File: src/rtl/scfifo_wr_arbiter_if.sv
// Requester/FIFO write-side bundle for scfifo_wr_arbiter.
// The arbiter uses the slave modport; requesters and the FIFO sit on the master side.
interface scfifo_wr_arbiter_if #(
  parameter int NUM_REQ    = 4,
  parameter int DATA_WIDTH = 64,
  parameter int FIFO_DEPTH = 64
);
  logic [NUM_REQ-1:0]            req_valid;
  logic [NUM_REQ*DATA_WIDTH-1:0] req_data;
  logic [NUM_REQ-1:0]            req_last;
  logic [NUM_REQ-1:0]            req_ready;
  logic                          fifo_wr_en;
  logic [DATA_WIDTH-1:0]         fifo_wr_data;
  logic                          fifo_wr_full;
  logic [$clog2(FIFO_DEPTH):0]   fifo_data_count;
  logic                          grant_active;
  logic [$clog2(NUM_REQ)-1:0]    grant_id;
  logic                          timeout_evt;

  modport master (
    output req_valid, req_data, req_last, fifo_wr_full, fifo_data_count,
    input  req_ready, fifo_wr_en, fifo_wr_data, grant_active, grant_id, timeout_evt
  );

  modport slave (
    input  req_valid, req_data, req_last, fifo_wr_full, fifo_data_count,
    output req_ready, fifo_wr_en, fifo_wr_data, grant_active, grant_id, timeout_evt
  );
endinterface

File: src/rtl/scfifo_wr_arbiter.sv
// Round-robin, burst-locked arbiter sharing one FIFO write port between NUM_REQ requesters.
// Define SCFIFO_ARB_RESERVE_EN to grant only when a full MAX_BURST of FIFO space is free.
module scfifo_wr_arbiter #(
  parameter int NUM_REQ      = 4,
  parameter int DATA_WIDTH   = 64,
  parameter int FIFO_DEPTH   = 64,
  parameter int MAX_BURST    = 16,
  parameter int IDLE_TIMEOUT = 32
) (
  input logic               clk,
  input logic               rst,
  scfifo_wr_arbiter_if.slave bus
);
  localparam int ID_W   = $clog2(NUM_REQ);
  localparam int BEAT_W = $clog2(MAX_BURST + 1);
  localparam int IDLE_W = $clog2(IDLE_TIMEOUT + 1);
  localparam int CNT_W  = $clog2(FIFO_DEPTH) + 1;

  typedef enum logic {IDLE, GRANT} state_t;

  state_t              state;
  logic [ID_W-1:0]     grant_id;
  logic [ID_W-1:0]     rr_ptr;
  logic [BEAT_W-1:0]   beat_cnt;
  logic [IDLE_W-1:0]   idle_cnt;
  logic                timeout_evt;

  logic                hit;
  logic [ID_W-1:0]     winner;
  logic                admit;
  logic [NUM_REQ-1:0]  ready;
  logic                cur_valid;
  logic                cur_last;
  logic                accept;

  // Search starts one past the last winner so every requester gets a turn.
  always_comb begin
    hit    = 1'b0;
    winner = '0;
    for (int k = 1; k <= NUM_REQ; k++) begin
      if (!hit && bus.req_valid[(int'(rr_ptr) + k) % NUM_REQ]) begin
        hit    = 1'b1;
        winner = ID_W'((int'(rr_ptr) + k) % NUM_REQ);
      end
    end
  end

`ifdef SCFIFO_ARB_RESERVE_EN
  logic [CNT_W-1:0] free_space;
  assign free_space = CNT_W'(FIFO_DEPTH) - bus.fifo_data_count;
  assign admit      = (free_space >= CNT_W'(MAX_BURST));
`else
  logic unused_count;
  assign unused_count = ^bus.fifo_data_count;
  assign admit        = 1'b1;
`endif

  // Ready is gated by rst so the beat in flight during a reset cycle is not written.
  always_comb begin
    ready = '0;
    if (state == GRANT && !rst)
      ready[grant_id] = !bus.fifo_wr_full;
  end

  assign cur_valid = bus.req_valid[grant_id];
  assign cur_last  = bus.req_last[grant_id];
  assign accept    = cur_valid & ready[grant_id];

  assign bus.req_ready    = ready;
  assign bus.fifo_wr_en   = accept;
  assign bus.fifo_wr_data = bus.req_data[int'(grant_id)*DATA_WIDTH +: DATA_WIDTH];
  assign bus.grant_active = (state == GRANT);
  assign bus.grant_id     = grant_id;
  assign bus.timeout_evt  = timeout_evt;

  always_ff @(posedge clk) begin
    if (rst) begin
      state       <= IDLE;
      grant_id    <= '0;
      rr_ptr      <= ID_W'(NUM_REQ - 1);
      beat_cnt    <= '0;
      idle_cnt    <= '0;
      timeout_evt <= 1'b0;
    end else begin
      timeout_evt <= 1'b0;
      case (state)
        IDLE: begin
          if (hit && admit) begin
            grant_id <= winner;
            rr_ptr   <= winner;
            beat_cnt <= '0;
            idle_cnt <= '0;
            state    <= GRANT;
          end
        end
        GRANT: begin
          // An accepted beat wins over a coincident timeout.
          if (accept) begin
            idle_cnt <= '0;
            beat_cnt <= beat_cnt + 1'b1;
            if (cur_last || beat_cnt == BEAT_W'(MAX_BURST - 1))
              state <= IDLE;
          end else if (!cur_valid) begin
            if (idle_cnt == IDLE_W'(IDLE_TIMEOUT - 1)) begin
              state       <= IDLE;
              timeout_evt <= 1'b1;
            end else begin
              idle_cnt <= idle_cnt + 1'b1;
            end
          end
        end
        default: state <= IDLE;
      endcase
    end
  end
endmodule
File: src/flat_wrapper.sv
// flat-port wrapper written by rule: the top's interface ports become plain ports
module scfifo_wr_arbiter_flat 
#(
  parameter int NUM_REQ      = 4,
  parameter int DATA_WIDTH   = 64,
  parameter int FIFO_DEPTH   = 64,
  parameter int MAX_BURST    = 16,
  parameter int IDLE_TIMEOUT = 32
)
  (clk, rst, bus_req_valid, bus_req_data, bus_req_last, bus_fifo_wr_full, bus_fifo_data_count, bus_req_ready, bus_fifo_wr_en, bus_fifo_wr_data, bus_grant_active, bus_grant_id, bus_timeout_evt);
  scfifo_wr_arbiter_if #(.NUM_REQ(NUM_REQ), .DATA_WIDTH(DATA_WIDTH), .FIFO_DEPTH(FIFO_DEPTH)) bus_i ();
  input logic clk;
  input logic rst;
  input wire logic [$bits(bus_i.req_valid)-1:0] bus_req_valid;
  input wire logic [$bits(bus_i.req_data)-1:0] bus_req_data;
  input wire logic [$bits(bus_i.req_last)-1:0] bus_req_last;
  input wire logic [$bits(bus_i.fifo_wr_full)-1:0] bus_fifo_wr_full;
  input wire logic [$bits(bus_i.fifo_data_count)-1:0] bus_fifo_data_count;
  output wire logic [$bits(bus_i.req_ready)-1:0] bus_req_ready;
  output wire logic [$bits(bus_i.fifo_wr_en)-1:0] bus_fifo_wr_en;
  output wire logic [$bits(bus_i.fifo_wr_data)-1:0] bus_fifo_wr_data;
  output wire logic [$bits(bus_i.grant_active)-1:0] bus_grant_active;
  output wire logic [$bits(bus_i.grant_id)-1:0] bus_grant_id;
  output wire logic [$bits(bus_i.timeout_evt)-1:0] bus_timeout_evt;
  assign bus_i.req_valid = bus_req_valid;
  assign bus_i.req_data = bus_req_data;
  assign bus_i.req_last = bus_req_last;
  assign bus_i.fifo_wr_full = bus_fifo_wr_full;
  assign bus_i.fifo_data_count = bus_fifo_data_count;
  assign bus_req_ready = bus_i.req_ready;
  assign bus_fifo_wr_en = bus_i.fifo_wr_en;
  assign bus_fifo_wr_data = bus_i.fifo_wr_data;
  assign bus_grant_active = bus_i.grant_active;
  assign bus_grant_id = bus_i.grant_id;
  assign bus_timeout_evt = bus_i.timeout_evt;
  scfifo_wr_arbiter #(.NUM_REQ(NUM_REQ), .DATA_WIDTH(DATA_WIDTH), .FIFO_DEPTH(FIFO_DEPTH), .MAX_BURST(MAX_BURST), .IDLE_TIMEOUT(IDLE_TIMEOUT)) u_core (.clk(clk), .rst(rst), .bus(bus_i));
endmodule
File: config.mk
export PLATFORM = sky130hd
export DESIGN_NAME = scfifo_wr_arbiter_flat
export DESIGN_NICKNAME = d
export VERILOG_FILES = /design/src/rtl/scfifo_wr_arbiter_if.sv /design/src/rtl/scfifo_wr_arbiter.sv /design/src/flat_wrapper.sv
export SDC_FILE = /design/constraint.sdc
export NUM_CORES = 1
export LEC_CHECK = 0
export CAP_MARGIN = 20
export CORE_AREA = 2 2 133 135
export DETAILED_ROUTE_END_ITERATION = 16
export DIE_AREA = 0 0 135 137
export PLACE_DENSITY = 0.52
export SYNTH_ARGS = -nofsm -noshare
export SYNTH_HDL_FRONTEND = slang
export SYNTH_SLANG_ARGS = --single-unit
File: constraint.sdc
create_clock -name clk -period 5.32 [get_ports clk]
set_input_delay 0.532 -clock clk [delete_from_list [all_inputs] [get_ports clk]]
set_output_delay 0.532 -clock clk [all_outputs]
set_load 0.005 [all_outputs]
==> flow_summary.yaml <==
run_status:
  status: "finished, final reports clean"
clocking:
  postCtsHoldBufs: 0
  cts_made_buffers: 3
  clock_latency_ns: 0.24
  post_cts_buffers: 0
  cts_sinks: 17
  cts_buffer_depth: 2
  root_buffer: "clkbuf_16"
  htreeDepth: 1
  cts_tree: "built"
  post_cts_resized: 0
  path_clk_slew_ns: 0.05
global_route:
  grt_pass1_wl_um: 21200
  grt_max_degree: 73
  grt_util_met2: 0.281
  grtUsageMet3: 0.0263
  grt_overflow: 0
  antenna_found_initial: 2
  grtUsageMet1: 0.180
  busiest_layer: "met2"
  grt_pass1_vias: 3510
  grt_use_total: 0.150
detailed_routing:
  drtIter0Drc: 90
  viasPerCell: 4.33
  wl_per_cell_um: 20.4
  routed_wl_um: 15400
  drcViolationCount: 0
  vias: 3272
  drtPass1Iterations: 4
  ant_nets: 0
final_layout:
  multi_input_area_mm2: 0.00207
  areaGrowthSynthToFinish_pct: 147
  final_nets: 806
  mostFrequentLayoutCell: "clkdlybuf4s50_1"
  finalInstanceArea_mm2: 0.00622
  final_cell_mix: "clkdlybuf4s50_1, mux4_2, dfxtp_1"
  post_route_cells_drive_above_1_share: 0.148
  seq_area_um2: 348
  final_util: 0.365
  fill_cells: 1702
placed_design:
  pre_cts_ws_ns: 1.92
  dpl.hpwl_um: 13300
  dpl_cell_area_mm2: 0.00613
  io_buffers: 339
  gp_congestion: 0.794
power:
  powerDensity_mw_per_mm2: 146
  p_comb_frac: 0.639
  p_leak_nw: 2.16
  p_seq_frac: 0.198
  switchingPower_mw: 0.238
  finalPower_mw: 0.909
  switching_share: 0.262
  ir_drop_mv: 0.119
  clockPowerShare: 0.163
  internal-power_mw: 0.671
sta:
  finClkSkew_ns: 0.00565
  finalCriticalPeriod_ns: 3.39
  setup_tns_ns: 0
  min_period_over_period: 0.637
  final-hold-violation-count: 0
  rsz0062_at_grt: "false"
  max_freq_mhz: 295
  fin_ws_ns: 1.93
  slew_viol_final: 0
  tightest_slew_ns: 1.04
  setup_violations: 0
  slew_headroom: 0.303
yosys:
  syn_inst: 202
  synthArstFlopShare: 0
  synthSimpleGateAreaFrac: 0.132
  yosys.area_share.adder: 0.0149
  synthXorXnorAreaFrac: 0.00348
  ys.flop_type: "dfxtp_1"
  synthMuxAreaShare: 0.599
  ys_seq_area_frac: 0.135
  synth_compound_area_frac: 0.0740
  postSynthNetCount: 479
  ys_ff_latch: 17
  synth_edf_count: 0
  synth_area_per_cell_um2: 12.5
  synth_area_mm2: 0.00252
  synth_top_family_by_area: "multiplexers"
  ys.warnings.count: 0
  synth_cell_types: 32
setup_path:
  cp_common_cell: "clkdlybuf4s50_1"
  crit_arrival_ns: 2.86
  endpoint_kind: "output pin"
  crit_type: "in -> out"
  startpoint: "rst"
  required_ns: 4.79
  crit_path_start_kind: "input port"
  crit_path_cell_trace: "clkdlybuf4s50_1, nor3b_1, nand2_1, inv_1, clkdlybuf4s50_1"
  crit_fanout: 13
  reg2reg_from: "u_core.bus.grant_id[0]"
  slowest_stage: "clkdlybuf4s50_1"
  crit_path_max_incr_delay_ns: 0.67
floorplanning:
  pin_count: 347
  die_x_um: 135
  num_rows: 48
  die_area_mm2: 0.0185
  start_util: 0.148
  core_mm2: 0.0171
  fp.dieH_um: 137
min_path:
  min_path_type: "reg -> reg"
  holdCritStartpoint: "u_core.beat_cnt[4]"
flow_run:
  drv_cap: 0
critical path: cells and delay by family:
kind | cells | cell delay (ns)
and+or+nand+nor | 2 | 0.94
buffers and inverters | 3 | 1.38
cell type report:
type,instances,share of cell area
timing repair buffer,340,0.547
multi-input combinational,160,0.334
sequential,17,0.0559
tap,225,0.0453
clock buffer,4,0.0127
inverter,7,0.00423
antenna,3,0.00121
final timing paths:
check | endpoint | slack (ns) | cells after the start
setup / recovery | bus_fifo_wr_en | 1.93 | 5
hold / removal | u_core.beat_cnt[4] | 0.48 | 2
setup reg to reg | u_core.idle_cnt[3] | 2.78 | 4
hold reg to reg | u_core.beat_cnt[4] | 0.48 | 2
synthesized netlist by cell type (4+ instances only):
library cell | number | area share
nand2_1 | 10 | 0.015
a21oi_1 | 8 | 0.016
nor3_1 | 7 | 0.014
clkbuf_1 | 14 | 0.021
mux4_2 | 66 | 0.59
nor2_1 | 12 | 0.018
nand3_1 | 4 | 0.0079
o21ai_0 | 6 | 0.012
nand2b_1 | 7 | 0.017
inv_1 | 7 | 0.010
dfxtp_1 | 17 | 0.14
and3_1 | 9 | 0.022
a211o_1 | 4 | 0.014
routing by layer:
| metal | up-vias | wire, µm |
|---|---|---|
| met3 | 10 | 1040 |
| li1 | 1521 | - |
| met2 | 151 | 8260 |
| met1 | 1590 | 5940 |
| met5 | - | 0 |
| met4 | 0 | 183 |
state kept, by name, summed over array words and instances, names as in the netlist:
register	count
u_core.idle_cnt	6
u_core.bus.grant_active	1
u_core.bus.grant_id	2
u_core.bus.timeout_evt	1
u_core.rr_ptr	2
u_core.beat_cnt	5
metrics by stage:
| step | cells | hold WS, ns |
|---|---|---|
| 3_5_place_dp | 749 | 0.473 |
| 6_report | 756 | 0.476 |
| 3_3_place_gp | 749 | 0.459 |
| 4_1_cts | 753 | 0.480 |
| 2_1_floorplan | 202 | 0.448 |
| 5_1_grt | 755 | 0.512 |
cells by family after synthesis:
| family | Yosys count |
|---|---|
| AOI/OAI and AO/OA | 26 |
| xor gates and xnor gates | 1 |
| adders and majority gates | 3 |
| buffers and inverters | 25 |
| DFF | 17 |
| muxes | 68 |
| and+or+nand+nor | 62 |
power groups by stage:
stage                     combinational, mW  clock (mW)  sequential, mW
after floorplan                       0.228           0           0.140
after global placement                0.580           0           0.184
after detailed placement              0.584           0           0.185
after CTS                             0.586       0.150           0.182
after global routing                  0.614       0.159           0.186
final                                 0.580       0.148           0.180
Power figures use the tool's default switching activity.
